===== src/rtl/mips_writeback_unit.sv =====
// -----------------------------------------------------------------------------
// mips_writeback_unit
//   Write-side initiator for the 32x32 MIPS register file. Retired MEM-stage
//   results are decoded into a destination register (rt, rd or $31 for jal),
//   a byte-lane mask (lb / lh / full word) and write data (jal link = pc+4).
//   They are then buffered in a small FIFO and issued one register write per
//   cycle over a valid/ready port. A pending-destination scoreboard (busy)
//   lets decode stall on RAW hazards.
//
// Optional feature macro: WB_BYPASS_EN
//   When defined, adds a combinational search port that returns the newest
//   queued full-word write to a given register. When undefined, the bypass
//   ports and the search logic are absent.
//
// Ports
//   clk, rst_n                 clock, asynchronous active-low reset
//   in_valid / in_ready        retire request handshake (in_ready = !full)
//   in_opcode, in_rt_rd        opcode and rt/rd destination select
//   in_rt, in_rd               register fields
//   in_data, in_pc             result/load data, PC of retiring instruction
//   wr_valid / wr_ready        register-file write handshake
//   wr_addr, wr_data, wr_mask  head-of-queue write (all zero when empty)
//   busy                       bit n set while a queued entry targets reg n
//   q_count                    number of queued entries (0..DEPTH)
//   byp_addr/byp_hit/byp_data  bypass search (WB_BYPASS_EN only)
// -----------------------------------------------------------------------------
module mips_writeback_unit #(
  parameter int DEPTH  = 4,
  parameter int DATA_W = 32
) (
  input  logic                    clk,
  input  logic                    rst_n,
  input  logic                    in_valid,
  output logic                    in_ready,
  input  logic [5:0]              in_opcode,
  input  logic                    in_rt_rd,
  input  logic [4:0]              in_rt,
  input  logic [4:0]              in_rd,
  input  logic [DATA_W-1:0]       in_data,
  input  logic [31:0]             in_pc,
  output logic                    wr_valid,
  input  logic                    wr_ready,
  output logic [4:0]              wr_addr,
  output logic [DATA_W-1:0]       wr_data,
  output logic [3:0]              wr_mask,
  output logic [31:0]             busy,
  output logic [$clog2(DEPTH):0]  q_count
`ifdef WB_BYPASS_EN
  ,
  input  logic [4:0]              byp_addr,
  output logic                    byp_hit,
  output logic [DATA_W-1:0]       byp_data
`endif
);

  localparam int PTR_W = $clog2(DEPTH);
  localparam int CNT_W = PTR_W + 1;

  localparam logic [5:0] OP_JAL = 6'b000011;
  localparam logic [5:0] OP_LB  = 6'b100000;
  localparam logic [5:0] OP_LH  = 6'b100001;

  // Queue storage and control state
  logic [PTR_W-1:0]  wr_ptr_q, wr_ptr_d;
  logic [PTR_W-1:0]  rd_ptr_q, rd_ptr_d;
  logic [CNT_W-1:0]  count_q, count_d;
  logic [DEPTH-1:0]  vld_q, vld_d;
  logic [4:0]        addr_q [DEPTH];
  logic [4:0]        addr_d [DEPTH];
  logic [DATA_W-1:0] data_q [DEPTH];
  logic [DATA_W-1:0] data_d [DEPTH];
  logic [3:0]        mask_q [DEPTH];
  logic [3:0]        mask_d [DEPTH];

  // Decoded incoming request
  logic [4:0]        dec_addr_s;
  logic [DATA_W-1:0] dec_data_s;
  logic [3:0]        dec_mask_s;

  logic              empty_s;
  logic              push_s;
  logic              pop_s;

  // Resolve destination, byte lanes and write data for the incoming request
  always_comb begin
    dec_addr_s = in_rt_rd ? in_rt : in_rd;
    dec_data_s = in_data;
    dec_mask_s = 4'b1111;
    case (in_opcode)
      OP_JAL: begin
        dec_addr_s = 5'd31;
        dec_data_s = DATA_W'(in_pc + 32'd4);
      end
      OP_LB: begin
        dec_addr_s = in_rt;
        dec_mask_s = 4'b0001;
        dec_data_s = {{(DATA_W-8){1'b0}}, in_data[7:0]};
      end
      OP_LH: begin
        dec_addr_s = in_rt;
        dec_mask_s = 4'b0011;
        dec_data_s = {{(DATA_W-16){1'b0}}, in_data[15:0]};
      end
      default: begin
        dec_addr_s = in_rt_rd ? in_rt : in_rd;
      end
    endcase
  end

  // in_ready depends on the stored count only, so there is no path from wr_ready.
  // Writes to $0 complete the handshake but are dropped instead of queued.
  assign empty_s  = (count_q == {CNT_W{1'b0}});
  assign in_ready = (count_q != CNT_W'(DEPTH));
  assign push_s   = in_valid & in_ready & (dec_addr_s != 5'd0);
  assign pop_s    = wr_valid & wr_ready;

  // Next-state computation for pointers, count and entry storage
  always_comb begin
    wr_ptr_d = wr_ptr_q;
    rd_ptr_d = rd_ptr_q;
    count_d  = count_q;
    vld_d    = vld_q;
    addr_d   = addr_q;
    data_d   = data_q;
    mask_d   = mask_q;

    if (push_s) begin
      addr_d[wr_ptr_q] = dec_addr_s;
      data_d[wr_ptr_q] = dec_data_s;
      mask_d[wr_ptr_q] = dec_mask_s;
      vld_d[wr_ptr_q]  = 1'b1;
      wr_ptr_d         = wr_ptr_q + PTR_W'(1);
    end else begin
      wr_ptr_d = wr_ptr_q;
    end

    // A pop never hits the slot being pushed: push needs !full, pop needs !empty
    if (pop_s) begin
      vld_d[rd_ptr_q] = 1'b0;
      rd_ptr_d        = rd_ptr_q + PTR_W'(1);
    end else begin
      rd_ptr_d = rd_ptr_q;
    end

    case ({push_s, pop_s})
      2'b10:   count_d = count_q + CNT_W'(1);
      2'b01:   count_d = count_q - CNT_W'(1);
      default: count_d = count_q;
    endcase
  end

  // State registers; reset discards any in-flight entries
  always_ff @(posedge clk or negedge rst_n) begin
    if (!rst_n) begin
      wr_ptr_q <= {PTR_W{1'b0}};
      rd_ptr_q <= {PTR_W{1'b0}};
      count_q  <= {CNT_W{1'b0}};
      vld_q    <= {DEPTH{1'b0}};
      for (int i = 0; i < DEPTH; i++) begin
        addr_q[i] <= 5'd0;
        data_q[i] <= {DATA_W{1'b0}};
        mask_q[i] <= 4'b0000;
      end
    end else begin
      wr_ptr_q <= wr_ptr_d;
      rd_ptr_q <= rd_ptr_d;
      count_q  <= count_d;
      vld_q    <= vld_d;
      for (int i = 0; i < DEPTH; i++) begin
        addr_q[i] <= addr_d[i];
        data_q[i] <= data_d[i];
        mask_q[i] <= mask_d[i];
      end
    end
  end

  // Head-of-queue write port, forced to zero when nothing is queued
  always_comb begin
    wr_valid = !empty_s;
    if (!empty_s) begin
      wr_addr = addr_q[rd_ptr_q];
      wr_data = data_q[rd_ptr_q];
      wr_mask = mask_q[rd_ptr_q];
    end else begin
      wr_addr = 5'd0;
      wr_data = {DATA_W{1'b0}};
      wr_mask = 4'b0000;
    end
  end

  // Pending-destination scoreboard: OR of one-hot destinations of valid entries
  always_comb begin
    busy = 32'd0;
    for (int i = 0; i < DEPTH; i++) begin
      busy[addr_q[i]] = busy[addr_q[i]] | vld_q[i];
    end
    busy[0] = 1'b0;
  end

  assign q_count = count_q;

`ifdef WB_BYPASS_EN
  logic              byp_found_s;
  logic [3:0]        byp_mask_s;
  logic [DATA_W-1:0] byp_val_s;
  logic [PTR_W-1:0]  byp_slot_s;

  // Walk oldest to newest so the last match seen is the newest one
  always_comb begin
    byp_found_s = 1'b0;
    byp_mask_s  = 4'b0000;
    byp_val_s   = {DATA_W{1'b0}};
    byp_slot_s  = rd_ptr_q;
    for (int i = 0; i < DEPTH; i++) begin
      byp_slot_s = rd_ptr_q + PTR_W'(i);
      if ((CNT_W'(i) < count_q) && (addr_q[byp_slot_s] == byp_addr)) begin
        byp_found_s = 1'b1;
        byp_mask_s  = mask_q[byp_slot_s];
        byp_val_s   = data_q[byp_slot_s];
      end else begin
        byp_found_s = byp_found_s;
      end
    end
  end

  // A partial-mask newest match cannot supply a whole register value
  assign byp_hit  = byp_found_s & (byp_mask_s == 4'b1111) & (byp_addr != 5'd0);
  assign byp_data = byp_hit ? byp_val_s : {DATA_W{1'b0}};
`endif

endmodule

===== config.mk =====
export PLATFORM = sky130hd
export DESIGN_NAME = mips_writeback_unit
export DESIGN_NICKNAME = d
export VERILOG_FILES = /design/src/rtl/mips_writeback_unit.sv
export SDC_FILE = /design/constraint.sdc
export NUM_CORES = 1
export LEC_CHECK = 0
export BUFFER_PORTS_ARGS = -buffer_cell sky130_fd_sc_hd__buf_4
export CAP_MARGIN = 20
export CORE_MARGIN = 2
export CORE_UTILIZATION = 30
export DETAILED_ROUTE_END_ITERATION = 8
export MAX_ROUTING_LAYER = met4
export PLACE_DENSITY = 0.52
export SKIP_LAST_GASP = 1
export SYNTH_ARGS = -nofsm -noshare
export SYNTH_HDL_FRONTEND = slang
export SYNTH_SLANG_ARGS = --single-unit

===== constraint.sdc =====
create_clock -name clk -period 3.7 [get_ports clk]
set_input_delay 0.555 -clock clk [delete_from_list [all_inputs] [get_ports clk]]
set_output_delay 0.555 -clock clk [all_outputs]
set_load 0.03 [all_outputs]

==> summary.txt <==
Timing
  • Worst Setup Slack, final: -0.8500 ns
  • Final hold vios: 0
  • Slew HR: 0.3027
  • Period utilization: 1.230
  • Setup_tns: -25.53 ns
  • Setup clock skew after layout: 0.01192 ns
  • Slew @ Worst Pin: 1.042 ns
  • RSZ-0062 raised after global routing: yes
  • Minimum clock period: 4.550 ns
  • Fmax: 219.8 MHz
  • Slew Limit Fails: 0
  • # setup viols final: 31

Synthesis
  • Post-synthesis sequential area ratio: 0.3740
  • EDFF count, synth: 0
  • Synth area leaders: dfrtp_1 (37%), o21ai_0 (9.1%), nand2_1 (7.9%), mux4_2 (7.9%), nor2_1 (3.1%)
  • Syn Area/Cell: 8.389 um2
  • Top cell type's share of synthesized area: 0.3740
  • Flops & latches, synth: 171
  • Syn nets: 1,460
  • Post-Synthesis Cell Area: 11,440 um2
  • Mapped Cells: 1,364
  • Fraction of registers with async set/reset: 1.000
  • Yosys cell types: 76
  • Number of warnings issued by yosys: 0
  • Most common cell in the synthesized netlist: nand2_1
  • Top post-synthesis cells by count: nand2_1 (241), o21ai_0 (209), dfrtp_1 (171)
  • Synth Flop Type: dfrtp_1
  • Area leader, netlist: dfrtp_1

Outcome
  • Failing checks: setup timing
  • Status: complete, but fails checks

Floorplan
  • Die Y-Extent: 199.3 um
  • Starting density of the core: 0.3045
  • Row Count: 71
  • Io pins: 163
  • Full die area: 39,720 um2
  • DIE WIDTH: 199.3 um
  • Core Region: 37,580 um2

Clock network
  • H-Tree Level Count: 4
  • Clock sinks: 171
  • Skew-Pair Late Insertion Delay: 0.44 ns
  • Clock transition at path regs: 0.07 ns
  • Root Driver: clkbuf_16
  • Clock tree buffer depth: 2
  • Num CTS Buffers: 17
  • CTS tree: done

Pwr
  • Combinational Power Share: 0.650
  • Clock Power Share: 0.118
  • Int Pwr: 7.577 mW
  • Maximum vdd ir drop: 431.5 uV
  • Seq pwr share: 0.232
  • P per Cell Area: 897.3 nW/um2
  • Switch Pwr: 6.636 mW
  • Leak pwr: 6.865 nW
  • Net Sw Frac: 0.4669

Flow run
  • Max cap viols: 0

Layout
  • # diodes: 0
  • Share of layout cells above drive strength 1: 0.3288
  • Area grow syn2layout: 38.44%
  • Cell Count, Final, Fillers Out: 2,211
  • Final nets: 1,783

Global routing
  • Tot GR Track Use: 0.2266
  • Number of global-route vias before repair: 11.23k
  • Largest net degree at the start of global routing: 85
  • Initial antenna violation count: 0
  • Global-route wire length before repair: 66,430 um
  • Total congestion overflow: 0

Detailed routing
  • Vias: 11.43k
  • Drt via density: 5.168
  • DRC: 0
  • Detailed Routing Iterations Pass 1: 5
  • 1st-iter DRT viols: 823
  • Number of routed nets with antenna violations: 0
  • Routed WL: 42,510 um
  • WL/cell: 19.23 um

Setup path
  • R2R depth: 11
  • Crit path arrival time: 3.99 ns
  • CP startpoint kind: flop
  • Crit end category: output port
  • Critical Path Fanout Max: 8
  • Worst Path Required: 3.14 ns
  • CP Class: reg2out

Placement
  • Place WS: -0.5575 ns
  • Gpl congestion: 0.9383
  • Port buffer count: 161
  • HPWL after DPL: 32,610 um
  • Dpl cells: 2,173

Hold path
  • Worst hold path class: in2async
timing repair:
item	in CTS	in global routing
resized for setup	17	22
hold buffers	0	0
cloned	0	0
pin swaps	9	8
endpoints found under the setup margin	31	31
setup buffers	4	3
through the flow:
step | cell area, um2 | hold slack (ns) | total power [mW] | util
finish | 15840 | 0.1737 | 14.21 | 0.4215
global route | 15840 | 0.2363 | 15.21 | 0.4215
CTS | 15740 | 0.1999 | 14.19 | 0.4189
detailed placement | 15090 | 0.4498 | 12.40 | 0.4015
global placement | 15090 | 0.4440 | 12.37 | 0.4015
floorplan | 11650 | 0.2594 | 8.374 | -
area by class of cell:
cell class                      count  area, um2
Clock buffer                       21      460.4
Clock inverter                     11      88.84
Fill cell                        3791      21740
Inverter                           20      75.07
Multi-Input combinational cell   1066       6989
Sequential cell                   171       4282
Tap cell                          511      639.4
Timing Repair Buffer              411       3306
placed cells by master, fill, tap and decap left out, drive strengths merged, types with 4 or more instances in the layout:
master / synthesis / routed
mux2i: 14 / 14
o21ai: 210 / 210
inv: 19 / 21
a31oi: 31 / 31
o211ai: 10 / 10
o311ai: 5 / 5
nor3b: 12 / 12
a21oi: 46 / 46
mux2: 4 / 4
a221o: 4 / 4
or2: 6 / 6
dfrtp: 171 / 171
nand2: 241 / 241
and4: 4 / 4
a2111oi: 5 / 5
nand4: 21 / 21
nor2: 97 / 97
nand2b: 13 / 13
xnor2: 23 / 23
buf: 22 / 411
a22oi: 28 / 28
clkinv: 1 / 7
and3: 11 / 11
mux4: 40 / 40
clkbuf: 85 / 21
or3: 11 / 11
nand3: 36 / 36
nand3b: 8 / 8
nor4: 5 / 5
nand4b: 4 / 4
and2: 4 / 4
a211oi: 16 / 16
nor2b: 53 / 53
o31ai: 12 / 12
ha: 10 / 10
nor3: 21 / 21
xor2: 18 / 18
path summary, 6_finish.rpt:
check	startpoint	endpoint	slack, ns
worst max register to register	q_count[0]	q_count[2]	1.43
worst min register to register	mask_q[4]	mask_q[4]	0.47
worst max-delay path	addr_q[13]	busy[2]	-0.85
worst min-delay path	rst_n	data_q[12]	0.17
min in group clk	in_data[7]	data_q[71]	0.46
max in group asynchronous	rst_n	addr_q[2]	2.61
metal layers:
layer  part of all wire  track usage
met4              0.026      0.06551
met5                  0            -
met2               0.47       0.3613
met3              0.042      0.02684
met1               0.46       0.3038
state kept, by name (all words and copies together), names as in the netlist:
name      flops
data_q      128
vld_q         4
rd_ptr_q      2
q_count       3
wr_ptr_q      2
addr_q       20
mask_q       12
power by group through the flow:
| stage | clock network [mW] | logic, mW | registers [mW] |
|---|---|---|---|
| 6_report | 1.67 | 9.24 | 3.30 |
| 5_1_grt | 1.79 | 10.0 | 3.41 |
| 4_1_cts | 1.71 | 9.18 | 3.29 |
| 3_5_place_dp | 0 | 9.08 | 3.32 |
| 3_3_place_gp | 0 | 9.08 | 3.29 |
| 2_1_floorplan | 0 | 5.28 | 3.09 |
logic make-up after synthesis:
group           count (synthesis)  synth area share
other cells                     1         0.0003277
xor+xnor                       41           0.03138
flops                         171            0.3740
mux                            58           0.09491
buf+inv                       127           0.04418
compound gates                396            0.2059
fa+ha+maj                      11           0.01268
simple gates                  559            0.2366
critical path: stages, from the launching register on:
cell	delay [ns]
dfrtp_1	0.40
buf_6	0.15
nor3b_4	0.32
a211oi_2	0.12
a31o_1	0.21
a21o_1	0.17
a221o_1	0.34
or4_4	0.60
o211ai_1	0.21
o311a_1	0.23
nand4_4	0.18
nor3_4	0.19
buf_6	0.16
a31oi_2	0.09
buf_4	0.17
(Power assumes the default switching activity.)
